File: src/rtl/cfg_mgmt_arbiter_if.sv
// Bundle of the two requester ports, the cfg_mgmt core port and busy status.
interface cfg_mgmt_arbiter_if;
  localparam int unsigned ADDR_W = 19;
  localparam int unsigned DATA_W = 32;
  localparam int unsigned BE_W   = 4;

  logic              req0_valid;
  logic              req0_write;
  logic [ADDR_W-1:0] req0_addr;
  logic [DATA_W-1:0] req0_wdata;
  logic [BE_W-1:0]   req0_be;
  logic              req0_ready;
  logic              req0_done;
  logic [DATA_W-1:0] req0_rdata;
  logic              req0_err;

  logic              req1_valid;
  logic              req1_write;
  logic [ADDR_W-1:0] req1_addr;
  logic [DATA_W-1:0] req1_wdata;
  logic [BE_W-1:0]   req1_be;
  logic              req1_ready;
  logic              req1_done;
  logic [DATA_W-1:0] req1_rdata;
  logic              req1_err;

  logic [ADDR_W-1:0] cfg_mgmt_addr;
  logic              cfg_mgmt_write;
  logic [DATA_W-1:0] cfg_mgmt_write_data;
  logic [BE_W-1:0]   cfg_mgmt_byte_enable;
  logic              cfg_mgmt_read;
  logic [DATA_W-1:0] cfg_mgmt_read_data;
  logic              cfg_mgmt_read_write_done;
  logic              busy;

  // Arbiter side
  modport slave (
    input  req0_valid, req0_write, req0_addr, req0_wdata, req0_be,
    output req0_ready, req0_done, req0_rdata, req0_err,
    input  req1_valid, req1_write, req1_addr, req1_wdata, req1_be,
    output req1_ready, req1_done, req1_rdata, req1_err,
    output cfg_mgmt_addr, cfg_mgmt_write, cfg_mgmt_write_data,
    output cfg_mgmt_byte_enable, cfg_mgmt_read,
    input  cfg_mgmt_read_data, cfg_mgmt_read_write_done,
    output busy
  );

  // Environment side (requesters plus core)
  modport master (
    output req0_valid, req0_write, req0_addr, req0_wdata, req0_be,
    input  req0_ready, req0_done, req0_rdata, req0_err,
    output req1_valid, req1_write, req1_addr, req1_wdata, req1_be,
    input  req1_ready, req1_done, req1_rdata, req1_err,
    input  cfg_mgmt_addr, cfg_mgmt_write, cfg_mgmt_write_data,
    input  cfg_mgmt_byte_enable, cfg_mgmt_read,
    output cfg_mgmt_read_data, cfg_mgmt_read_write_done,
    input  busy
  );
endinterface

File: src/rtl/cfg_mgmt_arbiter.sv
// Two-port round-robin arbiter in front of a cfg_mgmt core, with per-access timeout.
module cfg_mgmt_arbiter #(
  parameter int unsigned TIMEOUT_CYCLES = 255
) (
  input  logic              aclk,
  input  logic              areset,
  cfg_mgmt_arbiter_if.slave bus
);

  localparam int unsigned ADDR_W = 19;
  localparam int unsigned DATA_W = 32;
  localparam int unsigned BE_W   = 4;
  localparam int unsigned CNT_W  = 16;

  localparam logic [1:0] S_IDLE = 2'd0;
  localparam logic [1:0] S_BUSY = 2'd1;
  localparam logic [1:0] S_RESP = 2'd2;

  localparam logic [CNT_W-1:0] CNT_LAST = CNT_W'(TIMEOUT_CYCLES - 1);

  logic [1:0]        r_state;
  logic [1:0]        w_state_nxt;
  logic              r_last;
  logic              r_owner;
  logic              r_write;
  logic [ADDR_W-1:0] r_addr;
  logic [DATA_W-1:0] r_wdata;
  logic [BE_W-1:0]   r_be;
  logic [CNT_W-1:0]  r_cnt;
  logic [DATA_W-1:0] r_rdata0;
  logic [DATA_W-1:0] r_rdata1;
  logic              r_err0;
  logic              r_err1;

  logic              w_grant_vld;
  logic              w_grant;
  logic              w_done;
  logic              w_timeout;
  logic              w_finish;
  logic [DATA_W-1:0] w_result;
  logic              w_result_err;

  // Core completion only counts while a strobe is out; done beats timeout
  assign w_done    = (r_state == S_BUSY) && bus.cfg_mgmt_read_write_done;
  assign w_timeout = (r_state == S_BUSY) && !bus.cfg_mgmt_read_write_done &&
                     (r_cnt == CNT_LAST);
  assign w_finish  = w_done || w_timeout;

  // Round-robin pick: on a tie the requester not granted last wins
  always_comb begin
    w_grant_vld = 1'b0;
    w_grant     = 1'b0;
    if ((r_state == S_IDLE) && !areset) begin
      if (bus.req0_valid && bus.req1_valid) begin
        w_grant_vld = 1'b1;
        w_grant     = ~r_last;
      end else if (bus.req0_valid) begin
        w_grant_vld = 1'b1;
      end else if (bus.req1_valid) begin
        w_grant_vld = 1'b1;
        w_grant     = 1'b1;
      end
    end
  end

  // Next-state logic
  always_comb begin
    w_state_nxt = r_state;
    case (r_state)
      S_IDLE:  if (w_grant_vld) w_state_nxt = S_BUSY;
      S_BUSY:  if (w_finish) w_state_nxt = S_RESP;
      S_RESP:  w_state_nxt = S_IDLE;
      default: w_state_nxt = S_IDLE;
    endcase
  end

  // Result presented to the owner: core data on completion, all-ones on timeout
  always_comb begin
    w_result     = '1;
    w_result_err = 1'b1;
    if (w_done) begin
      w_result     = r_write ? '0 : bus.cfg_mgmt_read_data;
      w_result_err = 1'b0;
    end
  end

  // State register
  always_ff @(posedge aclk) begin
    if (areset) r_state <= S_IDLE;
    else        r_state <= w_state_nxt;
  end

  // Request capture, timeout counter and per-requester result registers
  always_ff @(posedge aclk) begin
    if (areset) begin
      r_last   <= 1'b1;
      r_owner  <= 1'b0;
      r_write  <= 1'b0;
      r_addr   <= '0;
      r_wdata  <= '0;
      r_be     <= '0;
      r_cnt    <= '0;
      r_rdata0 <= '0;
      r_rdata1 <= '0;
      r_err0   <= 1'b0;
      r_err1   <= 1'b0;
    end else begin
      if (w_grant_vld) begin
        r_owner <= w_grant;
        r_last  <= w_grant;
        r_cnt   <= '0;
        if (w_grant) begin
          r_write <= bus.req1_write;
          r_addr  <= bus.req1_addr;
          r_wdata <= bus.req1_wdata;
          r_be    <= bus.req1_be;
        end else begin
          r_write <= bus.req0_write;
          r_addr  <= bus.req0_addr;
          r_wdata <= bus.req0_wdata;
          r_be    <= bus.req0_be;
        end
      end else if ((r_state == S_BUSY) && !bus.cfg_mgmt_read_write_done) begin
        r_cnt <= r_cnt + CNT_W'(1);
      end
      if (w_finish) begin
        if (r_owner) begin
          r_rdata1 <= w_result;
          r_err1   <= w_result_err;
        end else begin
          r_rdata0 <= w_result;
          r_err0   <= w_result_err;
        end
      end
    end
  end

  assign bus.req0_ready = w_grant_vld && !w_grant;
  assign bus.req1_ready = w_grant_vld && w_grant;
  assign bus.req0_done  = !areset && (r_state == S_RESP) && !r_owner;
  assign bus.req1_done  = !areset && (r_state == S_RESP) && r_owner;
  assign bus.req0_rdata = r_rdata0;
  assign bus.req1_rdata = r_rdata1;
  assign bus.req0_err   = r_err0;
  assign bus.req1_err   = r_err1;

  assign bus.cfg_mgmt_write       = !areset && (r_state == S_BUSY) && r_write;
  assign bus.cfg_mgmt_read        = !areset && (r_state == S_BUSY) && !r_write;
  assign bus.cfg_mgmt_addr        = r_addr;
  assign bus.cfg_mgmt_write_data  = r_wdata;
  assign bus.cfg_mgmt_byte_enable = r_be;
  assign bus.busy                 = !areset && (r_state != S_IDLE);

endmodule

File: src/flat_wrapper.sv
// flat-port wrapper written by rule: the top's interface ports become plain ports
module cfg_mgmt_arbiter_flat 
#(
  parameter int unsigned TIMEOUT_CYCLES = 255
)
  (aclk, areset, bus_req0_valid, bus_req0_write, bus_req0_addr, bus_req0_wdata, bus_req0_be, bus_req0_ready, bus_req0_done, bus_req0_rdata, bus_req0_err, bus_req1_valid, bus_req1_write, bus_req1_addr, bus_req1_wdata, bus_req1_be, bus_req1_ready, bus_req1_done, bus_req1_rdata, bus_req1_err, bus_cfg_mgmt_addr, bus_cfg_mgmt_write, bus_cfg_mgmt_write_data, bus_cfg_mgmt_byte_enable, bus_cfg_mgmt_read, bus_cfg_mgmt_read_data, bus_cfg_mgmt_read_write_done, bus_busy);
  cfg_mgmt_arbiter_if bus_i ();
  input  logic aclk;
  input  logic areset;
  input wire logic [$bits(bus_i.req0_valid)-1:0] bus_req0_valid;
  input wire logic [$bits(bus_i.req0_write)-1:0] bus_req0_write;
  input wire logic [$bits(bus_i.req0_addr)-1:0] bus_req0_addr;
  input wire logic [$bits(bus_i.req0_wdata)-1:0] bus_req0_wdata;
  input wire logic [$bits(bus_i.req0_be)-1:0] bus_req0_be;
  output wire logic [$bits(bus_i.req0_ready)-1:0] bus_req0_ready;
  output wire logic [$bits(bus_i.req0_done)-1:0] bus_req0_done;
  output wire logic [$bits(bus_i.req0_rdata)-1:0] bus_req0_rdata;
  output wire logic [$bits(bus_i.req0_err)-1:0] bus_req0_err;
  input wire logic [$bits(bus_i.req1_valid)-1:0] bus_req1_valid;
  input wire logic [$bits(bus_i.req1_write)-1:0] bus_req1_write;
  input wire logic [$bits(bus_i.req1_addr)-1:0] bus_req1_addr;
  input wire logic [$bits(bus_i.req1_wdata)-1:0] bus_req1_wdata;
  input wire logic [$bits(bus_i.req1_be)-1:0] bus_req1_be;
  output wire logic [$bits(bus_i.req1_ready)-1:0] bus_req1_ready;
  output wire logic [$bits(bus_i.req1_done)-1:0] bus_req1_done;
  output wire logic [$bits(bus_i.req1_rdata)-1:0] bus_req1_rdata;
  output wire logic [$bits(bus_i.req1_err)-1:0] bus_req1_err;
  output wire logic [$bits(bus_i.cfg_mgmt_addr)-1:0] bus_cfg_mgmt_addr;
  output wire logic [$bits(bus_i.cfg_mgmt_write)-1:0] bus_cfg_mgmt_write;
  output wire logic [$bits(bus_i.cfg_mgmt_write_data)-1:0] bus_cfg_mgmt_write_data;
  output wire logic [$bits(bus_i.cfg_mgmt_byte_enable)-1:0] bus_cfg_mgmt_byte_enable;
  output wire logic [$bits(bus_i.cfg_mgmt_read)-1:0] bus_cfg_mgmt_read;
  input wire logic [$bits(bus_i.cfg_mgmt_read_data)-1:0] bus_cfg_mgmt_read_data;
  input wire logic [$bits(bus_i.cfg_mgmt_read_write_done)-1:0] bus_cfg_mgmt_read_write_done;
  output wire logic [$bits(bus_i.busy)-1:0] bus_busy;
  assign bus_i.req0_valid = bus_req0_valid;
  assign bus_i.req0_write = bus_req0_write;
  assign bus_i.req0_addr = bus_req0_addr;
  assign bus_i.req0_wdata = bus_req0_wdata;
  assign bus_i.req0_be = bus_req0_be;
  assign bus_req0_ready = bus_i.req0_ready;
  assign bus_req0_done = bus_i.req0_done;
  assign bus_req0_rdata = bus_i.req0_rdata;
  assign bus_req0_err = bus_i.req0_err;
  assign bus_i.req1_valid = bus_req1_valid;
  assign bus_i.req1_write = bus_req1_write;
  assign bus_i.req1_addr = bus_req1_addr;
  assign bus_i.req1_wdata = bus_req1_wdata;
  assign bus_i.req1_be = bus_req1_be;
  assign bus_req1_ready = bus_i.req1_ready;
  assign bus_req1_done = bus_i.req1_done;
  assign bus_req1_rdata = bus_i.req1_rdata;
  assign bus_req1_err = bus_i.req1_err;
  assign bus_cfg_mgmt_addr = bus_i.cfg_mgmt_addr;
  assign bus_cfg_mgmt_write = bus_i.cfg_mgmt_write;
  assign bus_cfg_mgmt_write_data = bus_i.cfg_mgmt_write_data;
  assign bus_cfg_mgmt_byte_enable = bus_i.cfg_mgmt_byte_enable;
  assign bus_cfg_mgmt_read = bus_i.cfg_mgmt_read;
  assign bus_i.cfg_mgmt_read_data = bus_cfg_mgmt_read_data;
  assign bus_i.cfg_mgmt_read_write_done = bus_cfg_mgmt_read_write_done;
  assign bus_busy = bus_i.busy;
  cfg_mgmt_arbiter #(.TIMEOUT_CYCLES(TIMEOUT_CYCLES)) u_core (.aclk(aclk), .areset(areset), .bus(bus_i));
endmodule
File: config.mk
export PLATFORM = sky130hd
export DESIGN_NAME = cfg_mgmt_arbiter_flat
export DESIGN_NICKNAME = d
export VERILOG_FILES = /design/src/rtl/cfg_mgmt_arbiter_if.sv /design/src/rtl/cfg_mgmt_arbiter.sv /design/src/flat_wrapper.sv
export SDC_FILE = /design/constraint.sdc
export NUM_CORES = 1
export LEC_CHECK = 0
export CORE_MARGIN = 3
export CORE_UTILIZATION = 37
export CTS_CLUSTER_SIZE = 40
export DETAILED_ROUTE_END_ITERATION = 7
export PLACE_DENSITY_LB_ADDON = 0.1
export SYNTH_ARGS = -nofsm -noshare
export SYNTH_HDL_FRONTEND = slang
export SYNTH_SLANG_ARGS = --single-unit
export TNS_END_PERCENT = 50
File: constraint.sdc
create_clock -name aclk -period 1.9 [get_ports aclk]
set_clock_uncertainty 0.15 [all_clocks]
set_input_delay 0.19 -clock aclk [delete_from_list [all_inputs] [get_ports aclk]]
set_output_delay 0.19 -clock aclk [all_outputs]
set_load 0.01 [all_outputs]
==> results.md <==
- DRT iter0 DRCs: 349
- Max Clk Rate: 0.524 GHz
- Number of library cell types mapped by synthesis: 40
- Status: complete, but fails checks
- Register area share after synthesis: 0.501
- Startpoint Class: flop
- Via density: 5.33
- LEAKAGE: 3.48 nW
- Top sig layer: met4
- Min-delay src: areset
- Root Buffer: clkbuf_16
- Endpoints failing setup: 1
- Worst setup margin: -9.52 ps
- Pwr Total: 8.11 mW
- DR pass1 iterations: 5
- Wire length per cell: 18.4 µm
- Cell Pwr Density: 850 nW/µm²
- TNS Setup: -9.52 ps
- Post-synth EDFFs: 0
- Unrepaired setup endpoints after global routing: true
- Min-Delay Endpoint: u_core.r_state[1]
- Post-route DRC violation count: 0
- Met2 wire length: 10600 µm
- Net Count, Synth: 783
- Critical path required time: 2040 ps
- Commonest cells after routing, fill and taps aside: 268 x clkdlybuf4s50_1, 138 x dfxtp_1, 127 x a21oi_1
- Violated checks: negative setup slack
- Flop2flop setup slack: -10 ps
- Core box area: around 15000 µm²
- Mapped Area: 5670 µm²
- # fillers: 1200
- Cells on Worst Hold Path: 4
- Ys flop type: dfxtp_1
- Critical R2R Capture: u_core.r_cnt[14]
- Gr ovfl total: 0
- Adder-cell share of the synthesized area: 0.00441
- Ports: between 200 and 300
- CTS Hold Bufs: 0
- Placement Cell Area: 8810 µm²
- Final Hold Slack: between 100 and 150 ps
- Slew Viols, Final: 0
- CTS tree: done
- Setup CP Type: flop to flop
- Die Span X: around 130 µm
- Total CTS buffers: 17
- Max_slew headroom: 0.653
- Die height: approximately 130 µm
- Via count: 5927
- Worst setup EP type: flop
- Synthesized flop and latch total: 142
- Minimum clock period after layout: approximately 1900 ps
- Metal3 WL: 1570 µm
- Post-layout util: 0.647
- Least-Margin Pin Slew: 520 ps
- Placed insts: 1077
- Post-synthesis xor/xnor area fraction: 0.0154
- Layout cells sized above 1: 0.114
- CP arrival: 2050 ps
- Final Hold Viols: 0
- Skew-Pair Late Insertion Delay: 410 ps
- Synth-to-layout area growth: 68.2%
- Vias in the first global route: roughly 6000
- Origin of the critical flop-to-flop path: u_core.r_state[1]
- Most common cell after layout, fill and taps aside: clkdlybuf4s50_1
- Rows: 44
- Total track usage: 0.236
- Placer Congestion: 0.860
- Worst slack, placed: -293 ps
- Hold Path Class: primary input to flop
- Reg2Reg Depth: 5
- CP max FO: 5
- M1 WL: 7900 µm
- CTS max path bufs: 2
- Max_cap viols: 0
- Post-Syn Instances: 632
- Crit share post-route: 1.01
- Routed wire length: 20500 µm
- Num Clock Sinks: 142
- Initial Util: 0.384
- Setup bufs post-CTS: 0
- Antenna violations before repair: 1
- H-tree levels: 4
- Largest family of logic cells by synthesized area: compound AO/OA/AOI/OAI gates
- Max VDD drop: 0.631 mV
- Pin count of the biggest net entering global routing: 53
- Post-synthesis mux area share: 0
- Synth Area in Simple Gates: 0.105
- IO Port Bufs: 276
- Async SR Flop Fraction: 0
- DP HPWL: 14800 µm
- Global-route wire length before repair: 31200 µm
- Non-Filler Instances: between 1000 and 1500
- Die area: 16900 µm²
- Worst-path clk slew: 60 ps
- Final Instance Area: 9540 µm²
- Compound-gate portion of the synthesized area: 0.330
- Layout Nets: 1066
- YS warnings: 0
- Routed Antenna Nets: 0
- Mapped Avg Cell Area: 8.98 µm²
[routing by layer]
metal | track usage | vias up
met1 | 0.268 | 2848
met3 | 0.0864 | 29
met5 | 0 | -
li1 | - | 2837
met2 | 0.413 | 213
met4 | 0.0752 | 0
[cell usage after synthesis (3+ instances only)]
cell | count | area [µm²]
a211oi_1 | 3 | 22.5
a21boi_0 | 32 | 240
a21oi_1 | 128 | 641
a22oi_1 | 56 | 420
and2_1 | 3 | 18.8
buf_2 | 9 | 45.0
clkbuf_1 | 47 | 176
dfxtp_1 | 142 | 2840
inv_1 | 6 | 22.5
nand2_1 | 64 | 240
nand3_1 | 3 | 15.0
nand4_1 | 6 | 37.5
nor2_1 | 19 | 71.3
nor2b_1 | 4 | 25.0
nor3_1 | 5 | 25.0
o21a_1 | 64 | 480
xnor2_1 | 8 | 70.1
[final cells by class]
class / count / area, µm² / area share
multi-input cells: 426 / 2670 / 0.280
flip-flops and latches: 142 / 2850 / 0.299
clock buffers: 22 / 484 / 0.0507
well taps: 184 / 230 / 0.0241
inverters: 6 / 22.5 / 0.00236
diodes: 1 / 2.50 / 0.000262
clock inverters: 10 / 135 / 0.0142
repair buffers: 322 / 3150 / 0.330
[worst max-delay path by stage]
stage / startpoint / to / slack [ps] / cells past startpoint
floorplan: u_core.r_state[0] / u_core.r_cnt[12] / 40 / 4
global placement: bus_cfg_mgmt_read_write_done / u_core.r_cnt[12] / -250 / 5
detailed placement: bus_cfg_mgmt_read_write_done / u_core.r_cnt[14] / -290 / 5
CTS: u_core.r_cnt[0] / u_core.bus.req0_rdata[29] / 0.5 / 9
global route: u_core.r_cnt[1] / u_core.r_cnt[14] / -80 / 7
finish: u_core.r_state[1] / u_core.r_cnt[14] / -10 / 5
[critical path, stage by stage (launching register included)]
cell and delay, ps:
dfxtp_4 360, or3b_4 390, or3_4 380, buf_4 150
o21ai_0 250, a21oi_2 100
[what timing repair did]
item                                    in CTS  in global routing
gates cloned                                 0                  3
endpoints found under the setup margin      73                100
pin swaps                                    0                 10
gates resized for setup                     24                 31
[registers in the layout, summed over array words and instances, names as in the netlist]
name,flops
u_core.bus.cfg_mgmt_write_data,32
u_core.bus.req0_rdata,32
u_core.bus.req1_rdata,32
u_core.bus.cfg_mgmt_addr,19
u_core.r_cnt,16
u_core.bus.cfg_mgmt_byte_enable,4
u_core.r_state,2
u_core.bus.req0_err,1
u_core.bus.req1_err,1
u_core.r_last,1
u_core.r_owner,1
u_core.r_write,1
[logic make-up (layout without fill, tap and decap cells)]
kind of cell	after synthesis	count (layout)
compound gates	292	292
flops	142	142
simple gates	122	122
buf+inv	64	360
xor+xnor	10	10
fa+ha+maj	2	2
other cells	0	1
[power by group]
part,internal (mW),switching [mW]
combinational,0.805,0.611
sequential,3.15,0.102
clock,2.20,1.25
(Power assumes the default switching activity.)
==> patch, RTL diff (same flow settings) <==
`DATA_W` is set to 32 in 2 places; all go to 16.
--- a/src/rtl/cfg_mgmt_arbiter_if.sv
+++ b/src/rtl/cfg_mgmt_arbiter_if.sv
@@ -1,7 +1,7 @@
 // Bundle of the two requester ports, the cfg_mgmt core port and busy status.
 interface cfg_mgmt_arbiter_if;
   localparam int unsigned ADDR_W = 19;
-  localparam int unsigned DATA_W = 32;
+  localparam int unsigned DATA_W = 16;
   localparam int unsigned BE_W   = 4;
 
   logic              req0_valid;
--- a/src/rtl/cfg_mgmt_arbiter.sv
+++ b/src/rtl/cfg_mgmt_arbiter.sv
@@ -8,7 +8,7 @@
 );
 
   localparam int unsigned ADDR_W = 19;
-  localparam int unsigned DATA_W = 32;
+  localparam int unsigned DATA_W = 16;
   localparam int unsigned BE_W   = 4;
   localparam int unsigned CNT_W  = 16;
 
Ports: changed (6 resized); port bits go from 277 to 181. The function was not compared with the original's and may differ.
==> patch against the unedited design <==
  * Clock power decreased by 57%
  * Sequential cell count shrank 48
  * Non-clock buffer count shrank 104
  * Synthesized cell count is 32% lower
  * Wire length down 41%
  * Area after synthesis decreased by 33%
  * Setup slack better by 0.040 ns
  * Die area decreased by 32%
  * Hold slack lost 0.090 ns
  * Utilization is 1.9 points lower
  * Power fell by 44%
  * Via count down 34%
  * Design area shrank 35%
  * Highest routed layer unchanged
==> patch: results (changes against the unedited design) <==
* Outcome: completed (was finished with violations)
* Complex-gate fraction of the synthesized area at 30.4% (was 33.0%)
* Layout cells sized above 1 at 11.0% (was 11.4%)
* Sequential-to-total area share from yosys stat at 49.6% (was 50.1%)
* Largest net degree at the start of global routing at 43 (was 53)
* Final #Nets at 728 (was 1066)
* Met1 Wirelength at 5020 µm (was 7900 µm)
* Cells after DPL at 743 (was 1077)
* Post-Route WL at 12100 µm (was 20500 µm)
* Most common library cells after synthesis: dfxtp_1 (94), a21oi_1 (80), nand2_1 (48), a22oi_1 (40), o21a_1 (34) (was dfxtp_1 (142), a21oi_1 (128), nand2_1 (64), o21a_1 (64), a22oi_1 (56))
* Setup crit start: u_core.r_state[0] (was u_core.r_state[1])
* DR iter-0 viols at 195 (was 349)
* Syn Inst Count at 429 (was 632)
* DR WL met2 at 5960 µm (was 10600 µm)
* Max Fclk at 535 MHz (was 524 MHz)
* CP Capture Point: u_core.r_cnt[12] (was u_core.r_cnt[14])
* Initial antenna violation count at 0 (was 1)
* Critical Path Slowest Stage Cell: dfxtp_4 (was or3b_4)
* Critical path arrival at 2.02 ns (was 2.05 ns)
* Reg2reg start: u_core.r_state[0] (was u_core.r_state[1])
* HPWL after detailed placement at 8680 µm (was 14800 µm)
* Post-Synth Adder-Cell Area at 0.659% (was 0.441%)
* Met3 wire length at 836 µm (was 1570 µm)
* First-pass detailed-route iteration total at 4 (was 5)
* Hold Path End: u_core.r_state[0] (was u_core.r_state[1])
* Depth of the CTS H-tree at 3 (was 4)
* M1 GR Usage at 24.1% (was 26.8%)
* Yosys cell types at 36 (was 40)
* First-pass GRT wire length at 18600 µm (was 31200 µm)
* R2R Setup Slk at 0.03 ns (was -0.01 ns)
* Post-place setup slack at -0.203 ns (was -0.293 ns)
* Met2 Resource Use GR at 34.0% (was 41.3%)
* Root buffer cell: clkbuf_8 (was clkbuf_16)
* Clock-pin transition on the worst setup and hold timing paths at 0.09 ns (was 0.06 ns)
* Final GP Congestion at 0.846 (was 0.860)
* CTS buffer count at 9 (was 17)
* Worst-Skew Late Latency at 0.36 ns (was 0.41 ns)
* DR WL/cell at 15.8 µm (was 18.4 µm)
* Total Routing Usage GR at 20.4% (was 23.6%)
* Leakage at 2.23 nW (was 3.48 nW)
* IO Port Bufs at 180 (was 276)
* Worst Max-Slew Pin Slew at 0.327 ns (was 0.520 ns)
* Antenna diodes at 0 (was 1)
* Hold depth at 2 (was 4)
-- patch: cell count changes after synthesis, moves of 3 or more --
cell,unedited run,this run
buf_2,9,1
nor3_1,5,8
o21a_1,64,34
nand2_1,64,48
nor2b_1,4,0
a21oi_1,128,80
dfxtp_1,142,94
a22oi_1,56,40
a21boi_0,32,16
clkbuf_1,47,28
-- patch: final cells by class --
cell class                      instances  area [µm²]
Fill cell                             879        3680
Timing Repair Buffer                  218        2080
Sequential cell                        94        1890
Multi-Input combinational cell        296        1810
Tap cell                              133         166
Clock buffer                           11         151
Clock inverter                          4        70.1
Inverter                                6        22.5
-- patch: what timing repair did --
action	4_1_cts	5_1_grt
buffers inserted	0	3
hold buffers	1	0
resized for setup	17	19
setup endpoints to repair	47	79
endpoints found under the hold margin	1	0
pin swaps	1	2
-- patch: where the power goes --
part	switching (mW)	internal (mW)	leakage [nW]	total, mW
Clock	0.676	0.802	0.115	1.48
Sequential	0.0629	2.08	0.766	2.14
Combinational	0.386	0.524	1.35	0.910
